`config.mk`:
```
export PLATFORM = sky130hd
export DESIGN_NAME = mem_port_arbiter
export DESIGN_NICKNAME = d
export VERILOG_FILES = /design/src/rtl/mem_port_arbiter.sv
export SDC_FILE = /design/constraint.sdc
export NUM_CORES = 1
export LEC_CHECK = 0
export ABC_AREA = 1
export CORE_MARGIN = 2
export CORE_UTILIZATION = 31
export DETAILED_ROUTE_END_ITERATION = 6
export PLACE_DENSITY = 0.67
export SETUP_SLACK_MARGIN = 0.02
export SYNTH_ARGS = -nofsm -noshare
export SYNTH_HDL_FRONTEND = slang
export SYNTH_SLANG_ARGS = --single-unit
```
`constraint.sdc`:
```
create_clock -name clk -period 3.6 [get_ports clk]
set_clock_uncertainty 0.15 [all_clocks]
set_input_delay 0.9 -clock clk [delete_from_list [all_inputs] [get_ports clk]]
set_output_delay 0.9 -clock clk [all_outputs]
set_load 0.03 [all_outputs]
```
`src/rtl/mem_port_arbiter.sv`:
```
// Single-port memory arbiter between instruction fetch and data access, one access in flight.
// Optional MEM_ARB_RR_EN: round-robin between simultaneous requests instead of data-first priority.
module mem_port_arbiter #(
   parameter int ADDR_W      = 16,
   parameter int DATA_W      = 16,
   parameter int MEM_LATENCY = 2
) (
   input  logic              clk,
   input  logic              rst,
   input  logic              i_if_req,
   input  logic [ADDR_W-1:0] i_if_addr,
   output logic [DATA_W-1:0] o_if_rdata,
   output logic              o_if_valid,
   input  logic              i_data_req,
   input  logic              i_data_we,
   input  logic [ADDR_W-1:0] i_data_addr,
   input  logic [DATA_W-1:0] i_data_wdata,
   output logic [DATA_W-1:0] o_data_rdata,
   output logic              o_data_valid,
   output logic              o_mem_en,
   output logic              o_mem_we,
   output logic [ADDR_W-1:0] o_mem_addr,
   output logic [DATA_W-1:0] o_mem_wdata,
   input  logic [DATA_W-1:0] i_mem_rdata,
   output logic              o_stall
);

   generate
      if ((MEM_LATENCY < 1) || (MEM_LATENCY > 15)) begin : g_bad_latency
         $error("mem_port_arbiter: MEM_LATENCY must be in 1..15");
      end
   endgenerate

   localparam logic [3:0] LAT = 4'(MEM_LATENCY);

   typedef enum logic [1:0] {IDLE, WAIT, DONE} state_t;

   state_t            state_q, state_d;
   logic [3:0]        cnt_q, cnt_d;
   logic              win_data_q, win_data_d;
   logic              store_q, store_d;
   logic              mem_en_q, mem_en_d;
   logic              mem_we_q, mem_we_d;
   logic [ADDR_W-1:0] mem_addr_q, mem_addr_d;
   logic [DATA_W-1:0] mem_wdata_q, mem_wdata_d;
   logic [DATA_W-1:0] if_rdata_q, if_rdata_d;
   logic [DATA_W-1:0] data_rdata_q, data_rdata_d;
   logic              if_valid_q, if_valid_d;
   logic              data_valid_q, data_valid_d;
   logic              grant_data;

`ifdef MEM_ARB_RR_EN
   logic              last_data_q, last_data_d;

   // Data loses a tie only when it was the last one served.
   assign grant_data = i_data_req & (~i_if_req | ~last_data_q);
`else
   assign grant_data = i_data_req;
`endif

   always_comb begin
      state_d      = state_q;
      cnt_d        = cnt_q;
      win_data_d   = win_data_q;
      store_d      = store_q;
      mem_en_d     = 1'b0;
      mem_we_d     = 1'b0;
      mem_addr_d   = mem_addr_q;
      mem_wdata_d  = mem_wdata_q;
      if_rdata_d   = if_rdata_q;
      data_rdata_d = data_rdata_q;
      if_valid_d   = 1'b0;
      data_valid_d = 1'b0;
`ifdef MEM_ARB_RR_EN
      last_data_d  = last_data_q;
`endif
      case (state_q)
         IDLE: begin
            if (i_data_req | i_if_req) begin
               mem_en_d   = 1'b1;
               win_data_d = grant_data;
               cnt_d      = LAT;
               state_d    = WAIT;
`ifdef MEM_ARB_RR_EN
               last_data_d = grant_data;
`endif
               if (grant_data) begin
                  mem_we_d    = i_data_we;
                  store_d     = i_data_we;
                  mem_addr_d  = i_data_addr;
                  mem_wdata_d = i_data_wdata;
               end else begin
                  store_d     = 1'b0;
                  mem_addr_d  = i_if_addr;
               end
            end
         end
         WAIT: begin
            if (cnt_q == 4'd0) begin
               state_d = DONE;
               if (win_data_q) begin
                  data_valid_d = 1'b1;
                  // Stores leave the load-data register untouched.
                  if (!store_q) data_rdata_d = i_mem_rdata;
               end else begin
                  if_valid_d = 1'b1;
                  if_rdata_d = i_mem_rdata;
               end
            end else begin
               cnt_d = cnt_q - 4'd1;
            end
         end
         DONE: begin
            state_d = IDLE;
         end
         default: begin
            state_d = IDLE;
         end
      endcase
   end

   always_ff @(posedge clk) begin
      if (rst) begin
         state_q      <= IDLE;
         cnt_q        <= 4'd0;
         win_data_q   <= 1'b0;
         store_q      <= 1'b0;
         mem_en_q     <= 1'b0;
         mem_we_q     <= 1'b0;
         mem_addr_q   <= '0;
         mem_wdata_q  <= '0;
         if_rdata_q   <= '0;
         data_rdata_q <= '0;
         if_valid_q   <= 1'b0;
         data_valid_q <= 1'b0;
`ifdef MEM_ARB_RR_EN
         last_data_q  <= 1'b0;
`endif
      end else begin
         state_q      <= state_d;
         cnt_q        <= cnt_d;
         win_data_q   <= win_data_d;
         store_q      <= store_d;
         mem_en_q     <= mem_en_d;
         mem_we_q     <= mem_we_d;
         mem_addr_q   <= mem_addr_d;
         mem_wdata_q  <= mem_wdata_d;
         if_rdata_q   <= if_rdata_d;
         data_rdata_q <= data_rdata_d;
         if_valid_q   <= if_valid_d;
         data_valid_q <= data_valid_d;
`ifdef MEM_ARB_RR_EN
         last_data_q  <= last_data_d;
`endif
      end
   end

   assign o_mem_en     = mem_en_q;
   assign o_mem_we     = mem_we_q;
   assign o_mem_addr   = mem_addr_q;
   assign o_mem_wdata  = mem_wdata_q;
   assign o_if_rdata   = if_rdata_q;
   assign o_if_valid   = if_valid_q;
   assign o_data_rdata = data_rdata_q;
   assign o_data_valid = data_valid_q;
   assign o_stall      = (i_data_req & ~data_valid_q) | (i_if_req & ~if_valid_q);

endmodule

```
==> results_dict.tcl <==
set metrics [dict create \
    final.setup.tns_ns 0 \
    seq_area_frac_synth_pct 48.0 \
    dp.cells 620 \
    postCtsSetupBuffers 0 \
    cts.clk_slew.worst_paths_ns 0.08 \
    place.detailed.hpwl_um 6150 \
    antenna_found_initial 0 \
    slowest_delay_ns 0.55 \
    num_io_pins 138 \
    endpoint "o_stall" \
    path_cells "clkdlybuf4s50_1 -> inv_2 -> o22ai_1 -> buf_4" \
    place_congestion 0.801 \
    critical_path_class "in2out" \
    drv_cap 0 \
    die_y_um 105 \
    viasPerCell 4.56 \
    yosys_warnings 0 \
    drc_errors 0 \
    clockBufferDepth 2 \
    die_area_mm2 0.0110 \
    hold_slack_ns 0.316 \
    cts.htree.levels 3 \
    syn_inst 367 \
    core_mm2 0.00986 \
    yosys.cell_count.top_type "dfxtp_1" \
    vias 2902 \
    startpoint "i_data_req" \
    cts-root-buf "clkbuf_8" \
    start_util_pct 32.1 \
    period_minus_slack_ns 2.91 \
    powerDensity_mw_per_mm2 544 \
    synth_area_leaders "dfxtp_1, nor2_1, nand2_1, mux2i_1, nand3_1" \
    tightest_slew_ns 0.583 \
    status "completed" \
    num-nets-final 569 \
    synth_top_cell_by_area "dfxtp_1" \
    worstSkewPairLatency_ns 0.34 \
    critPathBufInv 3 \
    hold_viol_final 0 \
    overflow 0 \
    r2r-start "cnt_q[0]" \
    timing.final.crit_share_pct 80.9 \
    synth_top_flop_cell "dfxtp_1" \
    worstHoldPathType "reg2reg" \
    grt_max_degree 34 \
    num_rows 36 \
    start_kind "input pin" \
    cts_sinks 76 \
    endpoint_kind "primary output" \
    slew_headroom_pct 61.1 \
    post_cts_resized 0 \
    drive_gt1_share_pct 10.9 \
    netlist_area_mm2 0.00317 \
    reg2reg_slack_ns 1.65 \
    grt_util_all_layers_pct 15.5 \
    crit_slowest_cell "clkdlybuf4s50_1" \
    grt_pass1_vias 2747 \
    finalPower_mw 2.64 \
    cp_data_required_time_ns 2.55 \
    avgRoutedWirePerCell_um 13.3 \
    ant_nets 0 \
    worst-endpoint-arrival_ns 1.86 \
    cp_top_family "buffers and inverters" \
    setup_viol 0 \
    syn_nets 438 \
    r2r_end "o_data_rdata[14]" \
    drtPass1Iterations 4 \
    avgSynthCellArea_um2 8.64 \
    ys_top_cells_by_count "dfxtp_1, nor2_1, nand2_1" \
    synth-edff-count 0 \
    n_antenna_cell 0 \
    die-width_um 105 \
    stdcell_count 636 \
    finalMaxSlewViolations 0 \
    p_leak_nw 1.85 \
    cts_buffers 9 \
    wirelength_um 8460 \
    ys_ff_latch 76 \
    cts_tree "built" \
    drt_iter0_drc 77 \
    max_freq_ghz 0.343 \
    cp.depth 4 \
    io_buffer_count 137 \
    ff2ff_path_depth 7 \
    peakVddDrop_mv 0.228 \
    grt_first_pass_wirelength_um 13700 \
    async_flop_share_pct 0 \
    cts_hold_buf 0 \
    crit_fanout 2 \
    synthToLayoutAreaGrowth_pct 53.1 \
    yosysUniqueCellTypes 28 \
    rsz0062_at_grt "false" \
    synth_top_cell_area_share_pct 48.0 \
    utilization_pct 49.2 \
]
==> report_power, final <==
part	switching, mW	internal [mW]
clock	0.316	0.532
sequential	0.0615	0.942
combinational	0.466	0.321
==> metal layers <==
layer,up-vias,global-route usage [%],part of all wire (%)
li1,1472,-,-
met5,-,0,0
met3,12,5.49,8.1
met4,0,5.71,1.5
met2,110,22.8,42
met1,1308,20.7,48
==> metrics by stage <==
| stage | area [um^2] | setup WS (ns) |
|---|---|---|
| 2_1_floorplan | 3170 | 0.920 |
| 3_3_place_gp | 4590 | 0.715 |
| 3_5_place_dp | 4590 | 0.705 |
| 4_1_cts | 4850 | 0.695 |
| 5_1_grt | 4850 | 0.625 |
| 6_report | 4850 | 0.688 |
==> worst min-delay path: cells and delay by family, from the launching register on <==
kind             cells  cell delay [ns]
AND/OR/NAND/NOR      1             0.06
AO/OA/AOI/OAI        1             0.05
flip-flops           1             0.31
==> registers in the layout (all words and copies together) (netlist names) <==
register / flops
o_mem_we: 1
o_mem_en: 1
o_if_valid: 1
o_data_rdata: 16
state_q: 2
o_data_valid: 1
o_mem_addr: 16
o_if_rdata: 16
win_data_q: 1
cnt_q: 4
store_q: 1
o_mem_wdata: 16
==> cell families (layout without fill, tap and decap cells) <==
group / Yosys count / in the layout / share of synthesized area, %
xor+xnor: 1 / 1 / 0.276
compound gates: 55 / 55 / 9.91
simple gates: 183 / 183 / 29.7
buf+inv: 34 / 170 / 6.24
mux: 16 / 16 / 5.05
flops: 76 / 76 / 48.0
fa+ha+maj: 2 / 2 / 0.789
==> area by class of cell <==
class / count / area [um^2]
clock inverters: 6 / 136
clock buffers: 10 / 128
well taps: 133 / 166
fillers: 915 / 5010
inverters: 13 / 51.3
flip-flops and latches: 76 / 1520
multi-input cells: 257 / 1450
repair buffers: 141 / 1400
==> how the worst min path moves through the flow <==
| stage | slack (ns) | end | cells after the start | startpoint |
|---|---|---|---|---|
| finish | 0.32 | o_data_rdata[1] | 2 | o_data_rdata[1] |
| global route | 0.33 | o_data_rdata[1] | 2 | o_data_rdata[1] |
| CTS | 0.32 | o_data_rdata[1] | 2 | o_data_rdata[1] |
| detailed placement | 0.30 | o_data_rdata[1] | 2 | o_data_rdata[1] |
| global placement | 0.31 | o_data_rdata[4] | 2 | o_data_rdata[4] |
| floorplan | 0.31 | cnt_q[0] | 2 | cnt_q[0] |
==> placed cells by master (no fill, tap or decap), drive strengths merged <==
master,n
nand4,2
o21ai,35
ha,2
clkdlybuf4s50,136
clkinv,1
o22ai,1
nor3,3
nor2,79
clkinvlp,1
buf,5
dfxtp,76
xnor2,1
nand2,46
a21oi,19
mux2i,16
clkbuf,10
nand3,37
inv,13
nand3b,16
bufinv,4
Note: power is estimated with default switching activity, not from simulation.
